**config.mk**
```make
export PLATFORM = sky130hd
export DESIGN_NAME = div_unit
export DESIGN_NICKNAME = d
export VERILOG_FILES = /design/src/rtl/div_unit.sv
export SDC_FILE = /design/constraint.sdc
export NUM_CORES = 1
export LEC_CHECK = 0
export BUFFER_PORTS_ARGS = -buffer_cell sky130_fd_sc_hd__buf_2
export CAP_MARGIN = 20
export CORE_MARGIN = 3
export CORE_UTILIZATION = 41
export DETAILED_ROUTE_END_ITERATION = 8
export GPL_TIMING_DRIVEN = 0
export RECOVER_POWER = 25
export REMOVE_ABC_BUFFERS = 1
export SETUP_SLACK_MARGIN = 0.05
export SYNTH_ARGS = -nofsm -noshare
export SYNTH_HDL_FRONTEND = slang
export SYNTH_SLANG_ARGS = --single-unit
export TNS_END_PERCENT = 5
```
**constraint.sdc**
```tcl
create_clock -name clk -period 5.3 [get_ports clk]
set_clock_uncertainty 0.15 [all_clocks]
set_input_delay 0.265 -clock clk [delete_from_list [all_inputs] [get_ports clk]]
set_output_delay 0.265 -clock clk [all_outputs]
set_load 0.01 [all_outputs]
```
**src/rtl/div_unit.sv**
```systemverilog
// Multi-cycle 32-bit restoring divider, signed or unsigned.
// result_o = {remainder, quotient}; one quotient bit is produced per cycle.
module div_unit (
   input  logic        clk,
   input  logic        rst,
   input  logic        signed_div_i,
   input  logic [31:0] opdata1_i,
   input  logic [31:0] opdata2_i,
   input  logic        start_i,
   input  logic        annul_i,
   output logic [63:0] result_o,
   output logic        ready_o
);

   // state  | meaning
   // FREE   | idle, waiting for start_i
   // BYZERO | divisor was zero, result is forced to 0
   // ON     | iterating, one quotient bit per cycle
   // END    | result valid, held until start_i drops
   typedef enum logic [1:0] {FREE, BYZERO, ON, END} state_t;

   state_t      state;
   logic [5:0]  cnt;
   logic [31:0] rem;
   logic [31:0] dq;
   logic [31:0] divisor;
   logic        neg_q;
   logic        neg_r;

   logic [31:0] mag_a;
   logic [31:0] mag_b;
   logic [32:0] partial;
   logic        ge;
   logic [31:0] rem_next;

   assign mag_a = (signed_div_i && opdata1_i[31]) ? 32'd0 - opdata1_i : opdata1_i;
   assign mag_b = (signed_div_i && opdata2_i[31]) ? 32'd0 - opdata2_i : opdata2_i;

   // The 33-bit compare decides the quotient bit; when it succeeds the true
   // difference is below the divisor, so the low 32 bits carry it exactly.
   assign partial  = {rem, dq[31]};
   assign ge       = (partial >= {1'b0, divisor});
   assign rem_next = ge ? partial[31:0] - divisor : partial[31:0];

   always_ff @(posedge clk) begin
      if (rst) begin
         state    <= FREE;
         cnt      <= 6'd0;
         rem      <= 32'd0;
         dq       <= 32'd0;
         divisor  <= 32'd0;
         neg_q    <= 1'b0;
         neg_r    <= 1'b0;
         ready_o  <= 1'b0;
         result_o <= 64'd0;
      end else begin
         case (state)
            FREE: begin
               ready_o  <= 1'b0;
               result_o <= 64'd0;
               if (start_i && !annul_i) begin
                  dq      <= mag_a;
                  divisor <= mag_b;
                  rem     <= 32'd0;
                  cnt     <= 6'd0;
                  neg_q   <= signed_div_i && (opdata1_i[31] ^ opdata2_i[31]);
                  neg_r   <= signed_div_i && opdata1_i[31];
                  state   <= (opdata2_i == 32'd0) ? BYZERO : ON;
               end
            end
            BYZERO: begin
               result_o <= 64'd0;
               if (annul_i) begin
                  ready_o <= 1'b0;
                  state   <= FREE;
               end else begin
                  ready_o <= 1'b1;
                  state   <= END;
               end
            end
            ON: begin
               if (annul_i) begin
                  cnt      <= 6'd0;
                  rem      <= 32'd0;
                  dq       <= 32'd0;
                  ready_o  <= 1'b0;
                  result_o <= 64'd0;
                  state    <= FREE;
               end else if (cnt == 6'd32) begin
                  result_o <= {neg_r ? 32'd0 - rem : rem,
                               neg_q ? 32'd0 - dq  : dq};
                  ready_o  <= 1'b1;
                  state    <= END;
               end else begin
                  rem <= rem_next;
                  dq  <= {dq[30:0], ge};
                  cnt <= cnt + 6'd1;
               end
            end
            END: begin
               if (!start_i) begin
                  ready_o  <= 1'b0;
                  result_o <= 64'd0;
                  cnt      <= 6'd0;
                  state    <= FREE;
               end
            end
            default: state <= FREE;
         endcase
      end
   end

endmodule

```
* After elaboration in Yosys (flattened, before gate mapping)
Cells that the tools add are included. W data, S select, Z words.
Storage, ports and cells: bits in registers 171, input port bits 69, output and inout port bits 65, word-level logic and storage cells 74
Operators by class: add/sub/neg operators 6, magnitude comparators 1, equality and inequality tests 8, multiplexer cells 34, bitwise operators 1, reductions and logical operators 15
Operator list (count):
- $mux W32 | 11
- $mux W64 | 3
- $pmux W64 S3 | 1
- $pmux W32 S2 | 2
- $sub A1 B32 Y32 const A | 4
- $ge A33 B32 Y1 | 1
- $logic_not A32 Y1 | 1
- $sub A32 B32 Y32 | 1
- $mux W6 | 4
- $pmux W6 S3 | 1
- $mux W2 | 6
- $pmux W2 S4 | 1
- $add A6 B1 Y6 const B | 1
- $eq A6 B6 Y1 const B | 1
- $ne A3 B3 Y1 const B | 2
- $reduce_and A3 Y1 | 2
- $eq A2 B2 Y1 const B | 2
- $logic_and A1 B1 Y1 | 4
- $mux W1 | 4
- $ne A2 B2 Y1 const B | 2
- $pmux W1 S4 | 1
- $reduce_and A2 Y1 | 2
- $reduce_and A4 Y1 | 1
- $reduce_bool A3 Y1 | 1
- 6 further kinds | 6

* Longest topological paths before layout
Gate-level depths: netlist of the first run.
word-level depth 5, depth in mapped cells 13, depth with buffers taken out 13

* Least setup slack after synthesis of the first run
Ideal clock, no wire load.
kind register to register, from register rem[14], to register result_o[61], setup time 117 ps, arrival time 2631 ps, required time 5033 ps, setup slack 2402 ps, stages on the path, launching flop included 9, buffers on the path 0, clock period less this slack 2898 ps, path through dfxtp_1 or4_4 or4_1 or2_1 or3_4 or2_4 o41ai_4 xnor2_1 a22o_1
On the way: cells in the longest elaborated chain, start to end 5
RTL lines:
- start: declaration | RTL line 24 | logic [31:0] rem;
- start signal: assignment | RTL line 95 | rem <= rem_next;
- $sub A1 B32 Y32 | RTL line 90 | result_o <= {neg_r ? 32'd0 - rem : rem,
- $mux W32 | RTL line 90
- $mux W64 | RTL line 89 | end else if (cnt == 6'd32) begin
- $mux W64 | RTL line 82 | if (annul_i) begin
- $pmux W64 S3 | RTL line 57 | case (state)
- end signal: assignment | RTL line 90
- end: declaration | RTL line 11 | output logic [63:0] result_o,
No other way between the ends. The select of a mux whose other input is x is not followed. A chain may end at the register's enable or synchronous reset.

* Worst setup path after layout of the first run
from register state[0], to register rem[29]
On the way: cells in the longest elaborated chain, start to end 3, elaborated cells on any way between the ends 7, classes of those cells 3 x eq/ne; 1 x mux; 3 x reduce/logical
RTL lines:
- start: declaration | RTL line 22 | state_t state;
- start signal: assignment | RTL line 68 | state <= (opdata2_i == 32'd0) ? BYZERO : ON;
- $eq A2 B2 Y1 / $logic_not A2 Y1 (equally long branches) | RTL line 57
- $ne A3 B3 Y1 (no line) (tied with other cells)
- $reduce_and A3 Y1 (no line)
Parallel ways exist; a longest one is shown, timed or not.

==> results of run 1 <==
what timing repair did:
item,in CTS,in global routing
hold buffers,8,0
setup buffers,0,0
endpoints found under the setup margin,0,0
endpoints found under the hold margin,8,0
gates resized for setup,0,0
cells by family (layout without fill, tap and decap cells):
family | count (synthesis) | after routing | share of synthesized area, %
AND/OR/NAND/NOR | 410 | 410 | 18.1
AO/OA/AOI/OAI | 402 | 402 | 24.9
flip-flops | 171 | 171 | 32.3
XOR/XNOR | 147 | 147 | 12.2
buffers and inverters | 136 | 245 | 4.99
adder cells (fa/ha/maj) | 42 | 42 | 5.03
multiplexers | 26 | 26 | 2.47
per-layer routing:
metal / vias up / routed length (um) / global-route usage, %
met5: - / 13 / 0
met3: 37 / 1240 / 3.25
met2: 212 / 13400 / 33.0
met4: 2 / 584 / 6.06
met1: 4632 / 14300 / 28.8
li1: 4991 / - / -
where the power goes:
part / switching (mW) / internal, mW / total [mW]
sequential: 0.175 / 1.43 / 1.60
clock: 0.562 / 0.760 / 1.32
combinational: 1.18 / 0.755 / 1.94
state kept, by name, indices dropped and copies added (netlist names):
name	flops
rem	32
neg_q	1
divisor	32
neg_r	1
state	2
dq	32
result_o	64
ready_o	1
cnt	6
per-stage QoR:
step,area (um2),setup TNS [ps],hold slack (ps),utilization [%],power [mW]
2_1_floorplan,10300,0,184,-,2.97
3_3_place_gp,11400,-52040,287,44.9,3.48
3_5_place_dp,11500,0,295,45.6,3.53
4_1_cts,12200,0,1.92,48.3,4.86
5_1_grt,12200,0,32.7,48.3,5.18
6_report,12200,0,8.97,48.3,4.86
path summary, 6_finish.rpt:
path                                  from                       end  slack, ps  depth (start not counted)
setup / recovery     state[0]$_SDFFE_PP0P_      rem[29]$_SDFFE_PP0P_        620                          9
hold reg to reg   divisor[22]$_SDFFE_PP0P_  divisor[22]$_SDFFE_PP0P_        300                          2
setup reg to reg     state[0]$_SDFFE_PP0P_      rem[29]$_SDFFE_PP0P_        620                          9
hold / removal               opdata2_i[27]  divisor[27]$_SDFFE_PP0P_          9                          3
area by class of cell:
type / instances / area (um2) / area share (%)
clock buffer: 19 / 443 / 3.62
clock inverter: 12 / 161 / 1.32
inverter: 61 / 229 / 1.87
tap: 330 / 413 / 3.38
timing repair buffer: 153 / 880 / 7.20
multi-input combinational: 1027 / 6670 / 54.6
sequential: 171 / 3420 / 28.0
worst reg2reg max path: stages, from the launching register on:
cell	delay (ps)
dfxtp_1	320
inv_1	90
ha_1	700
inv_1	600
nor2_2	820
nand2b_1	180
a21oi_1	280
nor2b_1	700
nand2b_1	410
o31ai_1	330
synth_stat cells, types with 9 or more instances:
library cell / count / area, um2
o21ai_0: 111 / 556
mux2i_1: 25 / 250
dfxtp_1: 171 / 3420
nand2b_1: 18 / 113
o31ai_1: 25 / 188
nand3_1: 23 / 115
a211oi_1: 28 / 210
ha_1: 41 / 513
xor2_1: 62 / 543
nor4_1: 18 / 113
inv_1: 61 / 229
and2_1: 9 / 56.3
o41ai_1: 18 / 158
a21oi_1: 89 / 445
a21o_1: 10 / 75.1
nor3_1: 23 / 115
or3_1: 10 / 62.6
a31oi_1: 12 / 75.1
nand2_1: 122 / 458
nor2_1: 136 / 510
a22o_1: 29 / 254
xnor2_1: 85 / 744
a32oi_1: 10 / 87.6
or4_1: 9 / 67.6
clkbuf_1: 62 / 233
a22oi_1: 30 / 225
==> impl_metrics.csv, run 1 <==
group,metric,value,unit
cts,clkLatencyLatePin,440,ps
timing,fin_crit_sh,88.4,%
cts,clkSinkCount,171,
route,routed_wl,29.5,mm
global_routing,grt_pass1_vias,9222,
die,placementRows,58,
cts,clkTransAtPathRegs,70,ps
yosys,async_flop_share,0,%
timing,fin_ws,616,ps
worst_hold_path,min_path_type,"in2reg",
placement,dp_hpwl,21.4,mm
placement,place_inst,1730,
global_routing,antenna_found_initial,1,
placement,port_buffers,133,
setup_path,end_kind,"flip-flop",
setup_path,max_stage_delay,820,ps
timing,fin_crit,4680,ps
timing,setup_viol,0,
die,die_area,27800,um2
final_layout,antennaDiodeCount,0,
setup_path,path_class,"reg2reg",
final_layout,nets,1542,
power,peakVddDrop,0.199,mV
setup_path,crit_path_cell_trace,"inv_1 -> ha_1 -> inv_1 -> nor2_2 -> nand2b_1 -> a21oi_1 -> nor2b_1 -> nand2b_1 -> o31ai_1",
status,outcome,"finished, final reports clean",
die,fp.coreArea,25300,um2
setup_path,crit_buf_inv,2,
route,drc,0,
final_layout,layout_commonest_cell,"dfxtp_1",
route,dr_total_vias,9874,
yosys,synth_cell_types,64,
power,power_density,398,nW/um2
die,die_y,167,um
die,fp.dieW,167,um
timing,worstMarginPinSlew,1070,ps
route,wl_per_cell,16.7,um
yosys,syn_inst,1334,
yosys,synthFlopType,"dfxtp_1",
final_layout,fill_cells,2473,
setup_path,path_max_fanout,23,
route,firstDrtPassIters,5,
power,p_leak,4.84,nW
final_layout,fin_cells,1773,
die,ios,134,
cts,cts-buffers-inserted,17,
yosys,ys_ff_latch,171,
global_routing,grt_max_degree,69,
timing,hold_viol,0,
yosys,seq_area_frac_synth,32.3,%
global_routing,grt_first_pass_wirelength,47.7,mm
die,start_util,41.8,%
placement,place_ws,723,ps
final_layout,drive_above_1_share,9.63,%
cts,max-clock-path-buffers,2,
cts,cts_max_level,4,
route,drt-initial-drc-count,637,
global_routing,grt_use_total,20.6,%
timing,rsz0062_at_grt,"false",
yosys,yosysWarnings,0,
global_routing,gr-total-overflow,0,
final_layout,final_cell_mix,"dfxtp_1 (171), nor2_1 (133), nand2_1 (121)",
placement,place.gp.congestion,0.864,
cts,cts_tree,"done",
cts,cts-root-buf,"clkbuf_16",
setup_path,cp_data_required_time,5500,ps
job,max_cap_viol_count,0,
route,antenna_left,0,
timing,final_max_slew_viol_count,0,
final_layout,area_delta_synth_final,15.4,%
timing,worst_slew_margin_rel,28.0,%
setup_path,worstSetupStartpointType,"flip-flop",
route,vias_per_cell,5.57,
yosys,avgSynthCellArea,7.94,um2
setup_path,cp_top_family,"simple AND/OR/NAND/NOR gates",
yosys,syn-cell-area,10600,um2
yosys,synth_edf_count,0,
timing,max_clock_freq,0.214,GHz
setup_path,arrival,4880,ps
setup_path,slowest_stage,"nor2_2",
Note: power is estimated with default switching activity, not from simulation.
==> run 2, diff against run 1 <==
PLACE_DENSITY_LB_ADDON = 0.12   (was default)
clock period = 5 ns   (was 5.3 ns; I/O delays follow)
==> impl_metrics.csv, run 2 (same netlist as run 1, synthesis figures left out) <==
group,metric,value,unit
final_layout,drive_above_1_share,9.66,%
final_layout,area_delta_synth_final,16.0,%
die,fp.dieW,167,um
timing,worst_slew_margin_rel,37.3,%
final_layout,fill_cells,2548,
route,wl_per_cell,16.7,um
cts,postCtsResizedCells,0,
cts,clkSinkCount,171,
timing,rsz0062_at_grt,"false",
power,totalPowerFinal,5.20,mW
route,antenna_left,0,
worst_hold_path,min_path_type,"in2reg",
placement,dp_hpwl,21.7,mm
setup_path,worstSetupStartpointType,"flip-flop",
timing,hold_viol,0,
route,firstDrtPassIters,4,
timing,holdWs,9.32,ps
power,power_density,423,nW/um2
timing,setup_viol,0,
route,drc,0,
die,fp.coreArea,25300,um2
final_layout,layout_commonest_cell,"dfxtp_1",
placement,port_buffers,133,
setup_path,cp_data_required_time,5200,ps
timing,worstMarginPinSlew,929,ps
timing,max_clock_freq,0.225,GHz
power,peakVddDrop,0.225,mV
final_layout,nets,1547,
cts,cts-root-buf,"clkbuf_16",
final_layout,multiInputGateArea,6670,um2
cts,cts_setup_buffers,0,
cts,cts_hold_buf,13,
job,max_cap_viol_count,0,
cts,cts_tree,"done",
cts,clkLatencyLatePin,440,ps
final_layout,top_register,"result_o",
setup_path,path_class,"reg2reg",
cts,clkTransAtPathRegs,70,ps
timing,finalSetupTns,0,ps
die,start_util,41.8,%
timing,fin_crit_sh,88.7,%
cts,cts-buffers-inserted,17,
route,routed_wl,29.7,mm
die,die_y,167,um
final_layout,post-route-util,48.5,%
power,p_leak,4.86,nW
timing,final_max_slew_viol_count,0,
global_routing,grt_first_pass_wirelength,47.5,mm
global_routing,grt_use_total,20.6,%
placement,place.gp.congestion,0.885,
final_layout,final_cell_mix,"dfxtp_1 (171), nor2_1 (133), nand2_1 (121)",
route,dr_total_vias,9896,
cts,cts_max_level,4,
status,outcome,"finished, final reports clean",
die,ios,134,
final_layout,seq_area,3420,um2
setup_path,path_max_fanout,23,
setup_path,end_kind,"flip-flop",
global_routing,gr-total-overflow,0,
die,placementRows,58,
setup_path,arrival,4640,ps
global_routing,grt_pass1_vias,9050,
timing,fin_crit,4440,ps
final_layout,antennaDiodeCount,0,
final_layout,largest_reg_flops,64,
global_routing,grt_max_degree,82,
cts,max-clock-path-buffers,2,
global_routing,antenna_found_initial,1,
route,drt-initial-drc-count,663,
die,die_area,27800,um2
route,vias_per_cell,5.56,
[run 2: cell count changes in the layout (fill, tap and decap cells not counted), sizes merged]
| cell | delta |
|---|---|
| dlygate4sd3 | +5 |
| clkinvlp | +3 |
| clkbuf | -2 |
| clkinv | -2 |
| buf | +1 |
| inv | +1 |
[run 2: layer usage]
layer / vias up / GRT usage [%] / wire length (um)
met5: - / 0 / 19
met4: 2 / 5.45 / 515
met3: 28 / 3.63 / 1210
met2: 213 / 32.5 / 13500
met1: 4665 / 29.3 / 14500
li1: 4988 / - / -
[run 2: through the flow]
stage / instances / setup slack [ps] / area, um2
after CTS: 1775 / 587 / 12300
after global routing: 1779 / 163 / 12300
after floorplan: 1259 / 543 / 10300
final: 1779 / 563 / 12300
after detailed placement: 1730 / 592 / 11600
after global placement: 1722 / -1050 / 11400
[run 2: final cells by class]
| cell class | instances | share of cell area, % |
|---|---|---|
| well taps | 330 | 3.36 |
| repair buffers | 158 | 7.62 |
| multi-input cells | 1027 | 54.3 |
| inverters | 61 | 1.86 |
| clock inverters | 14 | 1.51 |
| clock buffers | 18 | 3.49 |
| flip-flops and latches | 171 | 27.9 |
[run 2: critical path, stage by stage, from the launching register on]
cell and delay, ps:
dfxtp_1 320, inv_1 100, ha_1 700, inv_1 600
nor2_2 630, nand2b_1 160, a21oi_1 320, nor2b_1 700
nand2b_1 370, o31ai_1 300
[run 2: power by group]
| group | internal, mW | switching [mW] | total (mW) |
|---|---|---|---|
| clock | 0.800 | 0.619 | 1.42 |
| sequential | 1.51 | 0.187 | 1.70 |
| combinational | 0.818 | 1.26 | 2.08 |
[run 2: final timing paths]
path	from	endpoint	slack, ps	depth (start not counted)
worst min register to register	divisor[15]$_SDFFE_PP0P_	divisor[15]$_SDFFE_PP0P_	300	2
worst max register to register	state[0]$_SDFFE_PP0P_	rem[29]$_SDFFE_PP0P_	560	9
worst min-delay path	opdata2_i[2]	divisor[2]$_SDFFE_PP0P_	9	3
worst max-delay path	state[0]$_SDFFE_PP0P_	rem[29]$_SDFFE_PP0P_	560	9
==> run 3, diff against run 2 <==
--- a/config.mk
+++ b/config.mk
@@ -10,3 +10,3 @@
 export CORE_MARGIN = 3
-export CORE_UTILIZATION = 41
+export CORE_UTILIZATION = 50
 export DETAILED_ROUTE_END_ITERATION = 8
@@ -15,3 +15,2 @@
 export RECOVER_POWER = 25
-export REMOVE_ABC_BUFFERS = 1
 export SETUP_SLACK_MARGIN = 0.05
--- a/constraint.sdc
+++ b/constraint.sdc
@@ -4,2 +4,2 @@
 set_output_delay 0.25 -clock clk [all_outputs]
-set_load 0.01 [all_outputs]
+set_load 0.05 [all_outputs]
==> impl_metrics.csv, run 3 (same netlist as run 1, synthesis figures left out) <==
group,metric,value,unit
status,outcome,"finished, final reports clean",
route,drt-initial-drc-count,972,
setup_path,crit_top_cell,"o21ai_0",
setup_path,worstSetupStartpointType,"flip-flop",
route,routed_wl,31.6,mm
yosys,syn-num-nets,1445,
global_routing,grt_use_total,27.3,%
power,power_density,427,nW/um2
placement,post_dp_cell_area,11600,um2
global_routing,grt_pass1_vias,9191,
route,firstDrtPassIters,6,
timing,rsz0062_at_grt,"false",
setup_path,arrival,3930,ps
die,ios,134,
setup_path,end_kind,"flip-flop",
die,start_util,51.7,%
timing,setup_viol,0,
route,antenna_left,0,
cts,postCtsResizedCells,0,
global_routing,grt_first_pass_wirelength,49.3,mm
route,wl_per_cell,17.8,um
die,die_y,152,um
setup_path,path_max_fanout,10,
final_layout,final_cell_mix,"dfxtp_1 (171), nor2_1 (136), nand2_1 (122)",
timing,fin_crit,3780,ps
final_layout,area_delta_synth_final,15.5,%
timing,max_clock_freq,0.264,GHz
timing,finalSetupTns,0,ps
placement,place.gp.congestion,0.901,
placement,port_buffers,133,
cts,max-clock-path-buffers,2,
final_layout,drive_above_1_share,8.55,%
global_routing,use_met1,42.0,%
die,fp.coreArea,20500,um2
cts,cts-buffers-inserted,17,
placement,dp_hpwl,24.8,mm
setup_path,crit_path_cell_trace,"ha_1 -> clkbuf_1 -> a21oi_1 -> o21ai_0 -> a32oi_1 -> inv_1 -> o21ai_0 -> a21oi_1 -> a31oi_1 -> clkbuf_1 -> mux2i_1 -> o21ai_0",
cts,clkLatencyLatePin,440,ps
route,dr_total_vias,10300,
cts,cts_max_level,4,
die,die_area,23000,um2
cts,cts-root-buf,"clkbuf_16",
setup_path,cp_top_family,"compound AO/OA/AOI/OAI gates",
worst_hold_path,min_path_type,"in2reg",
setup_path,slowest_stage,"a31oi_1",
power,p_leak,4.86,nW
setup_path,cp_data_required_time,5150,ps
die,placementRows,52,
global_routing,gr-max-usage-layer,"met1",
route,vias_per_cell,5.78,
global_routing,met2_usage,39.5,%
job,max_cap_viol_count,0,
timing,final_max_slew_viol_count,0,
final_layout,layout_commonest_cell,"dfxtp_1",
global_routing,gr-total-overflow,0,
timing,worst_slew_margin_rel,45.5,%
global_routing,grt_max_degree,19,
setup_path,path_class,"reg2reg",
global_routing,grt_util_met3,4.79,%
final_layout,largest_reg_flops,64,
final_layout,post-route-cell-area,12200,um2
cts,cts_tree,"done",
setup_path,crit_buf_inv,3,
final_layout,top_register,"result_o",
power,peakVddDrop,0.184,mV
route,drc,0,
die,fp.dieW,152,um
global_routing,antenna_found_initial,0,
cts,clkSinkCount,171,
timing,hold_viol,0,
setup_path,max_stage_delay,560,ps
timing,fin_crit_sh,75.6,%
timing,worstMarginPinSlew,810,ps
cts,clkTransAtPathRegs,70,ps
final_layout,nets,1606,
final_layout,antennaDiodeCount,0,
setup_path,r2r_slack,1220,ps
-- run 3: cell types whose count changed in the layout (fill, tap and decap cells not counted), sizes merged --
cell,previous run,this run
clkinv,2,5
buf,86,87
clkinvlp,3,1
dlygate4sd3,13,8
bufinv,3,2
clkbuf,77,139
inv,67,68
-- run 3: final timing paths --
path,from,depth (start not counted),end
max,rem[11]$_SDFFE_PP0P_,12,rem[23]$_SDFFE_PP0P_
min,opdata2_i[29],3,divisor[29]$_SDFFE_PP0P_
max reg2reg,rem[11]$_SDFFE_PP0P_,12,rem[23]$_SDFFE_PP0P_
min reg2reg,divisor[18]$_SDFFE_PP0P_,2,divisor[18]$_SDFFE_PP0P_
-- run 3: power breakdown --
| part | leakage, nW | switching [mW] | total, mW | internal [mW] |
|---|---|---|---|---|
| combinational | 3.17 | 1.32 | 2.09 | 0.777 |
| sequential | 1.39 | 0.210 | 1.72 | 1.51 |
| clock | 0.303 | 0.644 | 1.41 | 0.767 |
-- run 3: area by class of cell --
cell class                 count  area, um2
clock buffer                  17        425
tap                          270        338
multi-input combinational   1027       6640
sequential                   171       3420
fill                        1950       8260
inverter                      61        229
buffer                        75        300
timing repair buffer         142        677
clock inverter                15        203
-- run 3: worst reg2reg max path: stages, from the launching register on --
cell and delay, ps:
dfxtp_1 480, ha_1 280, clkbuf_1 210, a21oi_1 210, o21ai_0 180, a32oi_1 250, inv_1 60, o21ai_0 330
a21oi_1 140, a31oi_1 560, clkbuf_1 460, mux2i_1 250, o21ai_0 90
-- run 3: metrics by stage --
stage | power [mW] | hold WS, ps | utilization (%) | setup WS [ps] | cells
finish | 5.23 | 11.8 | 59.7 | 1220 | 1778
global route | 5.54 | 27.3 | 59.7 | 868 | 1778
CTS | 5.19 | 9.03 | 60.1 | 1260 | 1777
detailed placement | 3.78 | 297 | 56.6 | 1300 | 1737
global placement | 3.76 | 289 | 56.6 | 1260 | 1737
floorplan | 3.20 | 236 | - | 2100 | 1334
-- run 3: what timing repair did --
item | 4_1_cts | 5_1_grt
hold buffers | 8 | 0
endpoints found under the hold margin | 8 | 0
buffers inserted | 0 | 0
-- run 3: routing by layer --
layer	routed length, um	vias to the layer above
met2	13000	374
met4	415	0
li1	-	5118
met3	2520	26
met5	0	-
met1	15600	4756
